### src/rtl/user_rr_merge_i7o1.sv
// Seven-stream round-robin merge into one output stream through a small FIFO.
// Latency: 1 cycle input-to-output when the FIFO is empty; backpressure: all acks drop while the FIFO is full.
// Output holds its head word stable until accepted.
module user_rr_merge_fifo #(
    parameter int W     = 32,
    parameter int DEPTH = 4,
    localparam int AW   = $clog2(DEPTH)
) (
    input  logic         clk_i,
    input  logic         rst_n_i,
    input  logic         push_i,
    input  logic [W-1:0] push_dat_i,
    input  logic         pop_i,
    output logic [W-1:0] head_dat_o,
    output logic         empty_o,
    output logic         full_o,
    output logic [AW:0]  count_o
);
    logic [W-1:0]  mem_q [DEPTH];
    logic [AW-1:0] wr_ptr_q, rd_ptr_q;
    logic [AW:0]   count_q, count_d;
    logic          full_q;

    always_comb begin
        count_d = count_q;
        if (push_i && !pop_i) begin
            count_d = count_q + 1'b1;
        end else if (!push_i && pop_i) begin
            count_d = count_q - 1'b1;
        end
    end

    // full is registered, so a slot freed by a pop is only offered for push on the next cycle
    always_ff @(posedge clk_i) begin
        if (!rst_n_i) begin
            wr_ptr_q <= '0;
            rd_ptr_q <= '0;
            count_q  <= '0;
            full_q   <= 1'b0;
        end else begin
            if (push_i) wr_ptr_q <= wr_ptr_q + 1'b1;
            if (pop_i)  rd_ptr_q <= rd_ptr_q + 1'b1;
            count_q <= count_d;
            full_q  <= (count_d == (AW+1)'(DEPTH));
        end
    end

    always_ff @(posedge clk_i) begin
        if (push_i) mem_q[wr_ptr_q] <= push_dat_i;
    end

    assign head_dat_o = mem_q[rd_ptr_q];
    assign empty_o    = (count_q == '0);
    assign full_o     = full_q;
    assign count_o    = count_q;
endmodule

module user_rr_merge_i7o1 #(
    parameter int PAYLOAD_BITS = 32,
    parameter int FIFO_DEPTH   = 4
) (
    input  logic                          clk_user,
    input  logic                          reset,
    input  logic [PAYLOAD_BITS-1:0]       dout_leaf_interface2user_1,
    input  logic [PAYLOAD_BITS-1:0]       dout_leaf_interface2user_2,
    input  logic [PAYLOAD_BITS-1:0]       dout_leaf_interface2user_3,
    input  logic [PAYLOAD_BITS-1:0]       dout_leaf_interface2user_4,
    input  logic [PAYLOAD_BITS-1:0]       dout_leaf_interface2user_5,
    input  logic [PAYLOAD_BITS-1:0]       dout_leaf_interface2user_6,
    input  logic [PAYLOAD_BITS-1:0]       dout_leaf_interface2user_7,
    input  logic                          vld_interface2user_1,
    input  logic                          vld_interface2user_2,
    input  logic                          vld_interface2user_3,
    input  logic                          vld_interface2user_4,
    input  logic                          vld_interface2user_5,
    input  logic                          vld_interface2user_6,
    input  logic                          vld_interface2user_7,
    output logic                          ack_user2interface_1,
    output logic                          ack_user2interface_2,
    output logic                          ack_user2interface_3,
    output logic                          ack_user2interface_4,
    output logic                          ack_user2interface_5,
    output logic                          ack_user2interface_6,
    output logic                          ack_user2interface_7,
    output logic [PAYLOAD_BITS-1:0]       din_leaf_user2interface_1,
    output logic                          vld_user2interface_1,
    input  logic                          ack_interface2user_1,
    output logic [$clog2(FIFO_DEPTH):0]   fifo_count,
    output logic [31:0]                   word_count
);
    logic [PAYLOAD_BITS-1:0] in_dat [7];
    logic [6:0]              in_vld, ack_vec;
    logic [2:0]              ptr_q, ptr_d;
    logic [31:0]             word_count_q, word_count_d;
    logic                    full, empty, push, pop;
    logic [PAYLOAD_BITS-1:0] push_dat;

    assign in_dat[0] = dout_leaf_interface2user_1;
    assign in_dat[1] = dout_leaf_interface2user_2;
    assign in_dat[2] = dout_leaf_interface2user_3;
    assign in_dat[3] = dout_leaf_interface2user_4;
    assign in_dat[4] = dout_leaf_interface2user_5;
    assign in_dat[5] = dout_leaf_interface2user_6;
    assign in_dat[6] = dout_leaf_interface2user_7;
    assign in_vld = {vld_interface2user_7, vld_interface2user_6, vld_interface2user_5,
                     vld_interface2user_4, vld_interface2user_3, vld_interface2user_2,
                     vld_interface2user_1};
    assign {ack_user2interface_7, ack_user2interface_6, ack_user2interface_5,
            ack_user2interface_4, ack_user2interface_3, ack_user2interface_2,
            ack_user2interface_1} = ack_vec;

    // Acks come purely from ptr_q and the registered full flag, never from any vld
    always_comb begin
        ack_vec  = '0;
        push_dat = '0;
        for (int k = 0; k < 7; k++) begin
            if (ptr_q == 3'(k + 1)) begin
                ack_vec[k] = !full && reset;
                push_dat   = in_dat[k];
            end
        end
    end

    assign push = |(ack_vec & in_vld);
    assign vld_user2interface_1 = !empty && reset;
    assign pop  = vld_user2interface_1 && ack_interface2user_1;

    // The pointer moves on whether or not the offered stream had data
    always_comb begin
        ptr_d = ptr_q;
        if (!full) begin
            ptr_d = (ptr_q == 3'd7) ? 3'd1 : ptr_q + 3'd1;
        end
    end

    assign word_count_d = word_count_q + (pop ? 32'd1 : 32'd0);

    always_ff @(posedge clk_user) begin
        if (!reset) begin
            ptr_q        <= 3'd1;
            word_count_q <= '0;
        end else begin
            ptr_q        <= ptr_d;
            word_count_q <= word_count_d;
        end
    end

    assign word_count = word_count_q;

    user_rr_merge_fifo #(
        .W     (PAYLOAD_BITS),
        .DEPTH (FIFO_DEPTH)
    ) u_fifo (
        .clk_i      (clk_user),
        .rst_n_i    (reset),
        .push_i     (push),
        .push_dat_i (push_dat),
        .pop_i      (pop),
        .head_dat_o (din_leaf_user2interface_1),
        .empty_o    (empty),
        .full_o     (full),
        .count_o    (fifo_count)
    );
endmodule

### config.mk
export PLATFORM = sky130hd
export DESIGN_NAME = user_rr_merge_i7o1
export DESIGN_NICKNAME = d
export VERILOG_FILES = /design/src/rtl/user_rr_merge_i7o1.sv
export SDC_FILE = /design/constraint.sdc
export NUM_CORES = 1
export LEC_CHECK = 0
export CAP_MARGIN = 40
export CORE_ASPECT_RATIO = 1.2
export CORE_MARGIN = 4
export CORE_UTILIZATION = 30
export DETAILED_ROUTE_END_ITERATION = 10
export DONT_BUFFER_PORTS = 1
export PLACE_DENSITY = 0.46
export SYNTH_ARGS = -nofsm -noshare
export SYNTH_HDL_FRONTEND = slang
export SYNTH_SLANG_ARGS = --single-unit
### constraint.sdc
create_clock -name clk_user -period 3.32 [get_ports clk_user]
set_input_delay 0.166 -clock clk_user [delete_from_list [all_inputs] [get_ports clk_user]]
set_output_delay 0.166 -clock clk_user [all_outputs]
set_load 0.05 [all_outputs]
Word-level counts from Yosys, hierarchy flattened:

Memory sizes are Yosys's and may differ from the RTL's. A register that Yosys moved wholly into a read port is not among the register bits.
Cells that the tools add are included.

* shifts and indexed selects: 0
* bitwise gates (word level): 1
* add/subtract/negate cells: 6
* reductions and logical operators: 11
* multiplexer cells: 22
* $mul: 0
* div/mod/pow operators: 0
* equal/unequal tests: 8
* order comparisons: 0

Operators by type and width (count)
* 32-bit 2-to-1 mux: 7
* 32-bit by 1-bit adder with 32-bit output: 1
* 3-bit equality test, second input constant: 5
* 1-bit 2-to-1 mux: 10
* 3-bit 2-to-1 mux: 3
* 7-bit bitwise AND: 1
* 7-bit OR reduction: 1
* 3-bit by 1-bit adder with 3-bit output, second input constant: 2
* 3-bit by 2-bit equality test with 1-bit output, second input constant: 2
* 1-bit logical AND: 5
* 2-bit by 1-bit adder with 2-bit output, second input constant: 2
* 1-bit zero test: 4
* 2-bit 2-to-1 mux: 2
* 3-bit by 1-bit equality test with 1-bit output, second input constant: 1
* 3-bit zero test: 1
* 3-bit by 1-bit subtractor with 3-bit output, second input constant: 1

* register bits: 43
* memories: 1
* bits in latches: 0
* ROM bits: 0
* bits in writable memories: 128

Memories
* u_fifo.mem_q: words 4, width 32, read ports 1, clocked after Yosys merged registers in 1, write ports 1, line 19 `logic [W-1:0] mem_q [DEPTH];`

Longest topological paths before layout:

* word-level depth: 10
* depth in mapped cells: 12
* depth with buffers taken out: 12

Modules after synthesis:

A second synthesis with hierarchy kept.

* cells, all modules: 749
* area, all modules: 8758.4 um^2

By module, submodules not included
* user_rr_merge_fifo: cells each 229, area an instance 5162.5 um^2, sequential area each 4043.9 um^2, instances 1
* user_rr_merge_i7o1: cells each 520, area an instance 3595.9 um^2, sequential area each 700.7 um^2, instances 1

Worst setup path before layout:

Ideal clock, no wire load.

* path kind: register -> register
* start: register u_fifo.count_q[0], in the netlist u_fifo.count_o[0]
* end: register word_count_q[30], in the netlist word_count[30]
* data arrival time: 2.902 ns
* clock period less this slack: 2.973 ns
* stages on the path, launching flop included: 13
* slack: 0.347 ns
* cells stage by stage: dfxtp_1 inv_1 ha_1 ha_1 nand3b_2 inv_2 ha_1 ha_1 nand2_1 nor2_2 nand2_1 or3_1 a21oi_1

* cells in the longest elaborated chain, start to end: 6

Ends and longest elaborated chain
* start, declared: line 21 `logic [AW:0] count_q, count_d;`
* start signal, assigned: line 43 `count_q <= count_d;`
* 3-bit zero test: line 53 `assign empty_o = (count_q == '0);`
* 1-bit zero test: line 125 `assign vld_user2interface_1 = !empty && reset;`
* 1-bit logical AND: line 125
* 1-bit logical AND: line 126 `assign pop = vld_user2interface_1 && ack_interface2user_1;`
* via pop: line 95 `logic full, empty, push, pop;`
* 1-bit 2-to-1 mux: line 136 `assign word_count_d = word_count_q + (pop ? 32'd1 : 32'd0);`
* 32-bit by 1-bit adder with 32-bit output: line 136
* end signal, assigned: line 144 `word_count_q <= word_count_d;`
* end, declared: line 94 `logic [31:0] word_count_q, word_count_d;`

The timed path passes the listed nets, and every way through them passes these cells.
A chain may end at the register's enable or synchronous reset.

Worst setup path in the final report:

* start: register u_fifo.count_q[0], in the netlist u_fifo.count_o[0]
* end: register word_count_q[12], in the netlist word_count[12]

Same word-level chain as after synthesis.

==> results.md <==
- Number of iterations in the first detailed-routing pass: 5
- Main synth FF type: sky130_fd_sc_hd__edfxtp_1
- Total Die Area: 31400 um^2
- Avg WL per Cell: 27.4 um
- Horizontal die dimension: 163 um
- Number of global-route vias before repair: ~6500
- Layout net count: 952
- CTS sink count: approximately 170
- Post-synth top cells: sky130_fd_sc_hd__edfxtp_1 (128), sky130_fd_sc_hd__o211ai_1 (64), sky130_fd_sc_hd__nand2_1 (52), sky130_fd_sc_hd__dfxtp_1 (45)
- Violation count after the first detailed-route iteration: 444
- Depth of the CTS H-tree: 4
- Synth cell types: 47
- Share of the synthesized area in the top cell type: 44.7%
- Type of the worst min-delay path: in -> reg
- Worst Slack Setup Final: approximately 0.44 ns
- Filler instances: 2735
- Buffers inserted by post-CTS timing repair: 0
- Global router's overall resource usage: ~18%
- Post-cts resize count: 0
- Transition at the pin with the smallest max-transition slack: 0.891 ns
- Endpoint kind of the worst setup timing path: flop
- Final cycle utilization of the critical path: 86.7%
- Placed cell area: a little over 9000 um^2
- Post-synth top area cell: sky130_fd_sc_hd__edfxtp_1
- Weighted congestion reported at the end of routability-driven placement: between 0.8 and 0.9
- Number of I/O port buffers: 0
- CTS tree: done
- Clock latency reported for the late side of the worst-skew pair: 0.44 ns
- Post-synthesis sequential area ratio: 55.2%
- Final critical-path required period: ~2.9 ns
- Remaining antenna violation count after routing: 0
- Height of the chip: 193 um
- Placement-stage worst setup slack: 0.458 ns
- Result of the run: complete, no violations
- Most repeated cell in the gate-level netlist after synthesis: sky130_fd_sc_hd__edfxtp_1
- Synthesis-to-finish area growth: 15.1%
- Final instance area: ~9900 um^2
- Critical path startpoint: u_fifo.count_o[0]$_SDFF_PN0_
- Static leakage power: 3.18 nW
- Standard-cell row count: between 60 and 70
- Initial antenna violation count: 3
- Placeable core region: 28100 um^2
- Max-cap violations: 0
- Power per cell area: 876 nW/um^2
- Half-perimeter wire length after placement: 21.6 mm
- Number of top-level pins: 309
- Crit path kind: reg -> reg
- Residual overflow from global routing: 0
- Total number of vias: 6285
- Yosys warnings: 0
- Unrepaired setup endpoints after global routing: no
- Number of enable-type register cells in the synthesized netlist: about 130
- Setup TNS: 0 ns
- Deepest clock path buffer count: 2
- Asr flop ratio synth: 0%
- Final Hold Fails: 0
- Clock buffers created by TritonCTS: 17
- Total Wirelength: ~30 mm
- Arrival time reported for the critical path endpoint: around 3.2 ns
- Final-report setup violation count: 0
- Clock transition at the registers of the reported paths: 0.07 ns
- Relative slew slack: roughly two fifths
- Via/cell ratio: 5.73
- Syn_area_per_cell: 12.3 um^2
- Clk_skew: 0.0145 ns
- Max Transition Viols Final: 0
- Reg2reg start: u_fifo.count_o[0]$_SDFF_PN0_
- Final core occ: 35.2%
- Yosys reg bits: about 170
- Post-Synthesis Cell Area: 8590 um^2
- Achievable frequency: 347 MHz
- Effective utilization at floorplan: slightly above 30%
- Peak supply drop: roughly 400 uV
- Net count after synthesis: 947
- Start point of the worst hold path: dout_leaf_interface2user_7[17]
- Synthesized instance count: 698
- First-pass GRT wire length: 42.4 mm
- Largest net degree at the start of global routing: 38
- Setup crit start kind: flop
- Root cell of the clock tree: sky130_fd_sc_hd__clkbuf_16
- Maximum net fanout on the critical path: 9
- Ratio of cells with drive above 1 in the final layout: 18.3%
- Largest cells by area after synthesis: sky130_fd_sc_hd__edfxtp_1 (45%), sky130_fd_sc_hd__dfxtp_1 (10%), sky130_fd_sc_hd__mux4_2 (8.4%)
- Number of DRC violations after detailed routing: 0
- WP data required: approximately 3.7 ns
## area by class of cell
class / instances / area, um^2 / area share (%)
antenna: 2 / 5.00 / 0.0506
clock buffer: 17 / 425 / 4.30
clock inverter: 15 / 195 / 1.97
inverter: 13 / 48.8 / 0.493
multi-input combinational: 452 / 3560 / 36.0
sequential: 173 / 4750 / 48.0
tap: 379 / 474 / 4.80
timing repair buffer: 46 / 435 / 4.40
## power by group
part / switching [W] / total, W / leakage [nW] / internal, W
Clock: 0.000861 / 0.00212 / 0.302 / 0.00126
Combinational: 0.00234 / 0.00342 / 1.35 / 0.00109
Sequential: 0.000122 / 0.00312 / 1.53 / 0.00300
Total: 0.00332 / 0.00866 / 3.18 / 0.00534
## final timing paths
check                                       end  slack (ns)  cells after the start
setup reg to reg      word_count[12]$_SDFF_PN0_        0.44                     12
hold reg to reg                            flop        0.53                      2
setup / recovery      word_count[12]$_SDFF_PN0_        0.44                     12
hold / removal    u_fifo.mem_q[3][17]$_DFFE_PP_        0.06                      1
## critical path, stage by stage, from the launching register on
cell	delay, ns
sky130_fd_sc_hd__dfxtp_1	0.34
sky130_fd_sc_hd__inv_1	0.06
sky130_fd_sc_hd__ha_1	0.20
sky130_fd_sc_hd__ha_1	0.21
sky130_fd_sc_hd__nand3b_2	0.33
sky130_fd_sc_hd__inv_2	0.18
sky130_fd_sc_hd__ha_1	0.22
sky130_fd_sc_hd__ha_1	0.22
sky130_fd_sc_hd__nand2_1	0.10
sky130_fd_sc_hd__nor3_1	0.47
sky130_fd_sc_hd__nand2_1	0.13
sky130_fd_sc_hd__xnor2_1	0.14
sky130_fd_sc_hd__and2_1	0.17
## logic make-up after synthesis
family / count (synthesis) / synth area share [%]
xor gates and xnor gates: 30 / 3.06
DFF: 173 / 55.2
AOI/OAI and AO/OA: 214 / 17.5
adders and majority gates: 15 / 2.18
muxes: 37 / 8.98
and+or+nand+nor: 156 / 9.26
buffers and inverters: 73 / 3.77
## repair_timing
item                                    4_1_cts  5_1_grt
hold buffers                                  1        0
endpoints found under the setup margin        0        0
hold endpoints to repair                      7        0
## flip-flops by register name, indices dropped and copies added (netlist names), named ones only
register / cells
ptr_q: 3
u_fifo.full_o: 1
u_fifo.mem_q: 128
u_fifo.wr_ptr_q: 2
u_fifo.rd_ptr_q: 2
u_fifo.count_o: 3
word_count: 32
## metal layers
layer	up-vias	wire, um	track usage, %
li1	2754	-	-
met1	3106	10500	19.0
met2	369	15800	33.2
met3	54	2830	6.60
met4	2	961	7.99
met5	-	13	0
## placed cells by master (no fill, tap or decap), types with 3 or more instances in the layout
cell type	netlist	routed
sky130_fd_sc_hd__o21ai_0	38	38
sky130_fd_sc_hd__and2_1	11	6
sky130_fd_sc_hd__and3_1	5	5
sky130_fd_sc_hd__and4_1	5	5
sky130_fd_sc_hd__nand3_1	11	11
sky130_fd_sc_hd__a221oi_1	32	32
sky130_fd_sc_hd__buf_12	0	7
sky130_fd_sc_hd__nand4_1	10	10
sky130_fd_sc_hd__dfxtp_1	45	43
sky130_fd_sc_hd__bufinv_16	0	4
sky130_fd_sc_hd__nor2_1	40	40
sky130_fd_sc_hd__o211ai_1	64	64
sky130_fd_sc_hd__edfxtp_1	128	128
sky130_fd_sc_hd__mux4_2	32	32
sky130_fd_sc_hd__clkinv_4	0	3
sky130_fd_sc_hd__a2bb2oi_1	32	32
sky130_fd_sc_hd__buf_4	7	38
sky130_fd_sc_hd__a21oi_1	40	40
sky130_fd_sc_hd__xor2_1	22	22
sky130_fd_sc_hd__xnor2_1	8	8
sky130_fd_sc_hd__inv_1	12	12
sky130_fd_sc_hd__mux2i_1	4	4
sky130_fd_sc_hd__or3_1	6	6
sky130_fd_sc_hd__clkinv_1	0	3
sky130_fd_sc_hd__and2_2	0	5
sky130_fd_sc_hd__ha_1	15	13
sky130_fd_sc_hd__nand2_1	52	50
sky130_fd_sc_hd__clkbuf_16	0	17
## per-stage QoR
stage / hold slack (ns) / power [W] / std cells
detailed placement: 0.260 / 0.00662 / 1062
CTS: 0.0298 / 0.00875 / 1095
global placement: 0.251 / 0.00647 / 1058
floorplan: 0.439 / 0.00567 / 698
finish: 0.0603 / 0.00866 / 1097
global route: 0.0395 / 0.00908 / 1097
(Power assumes the default switching activity.)
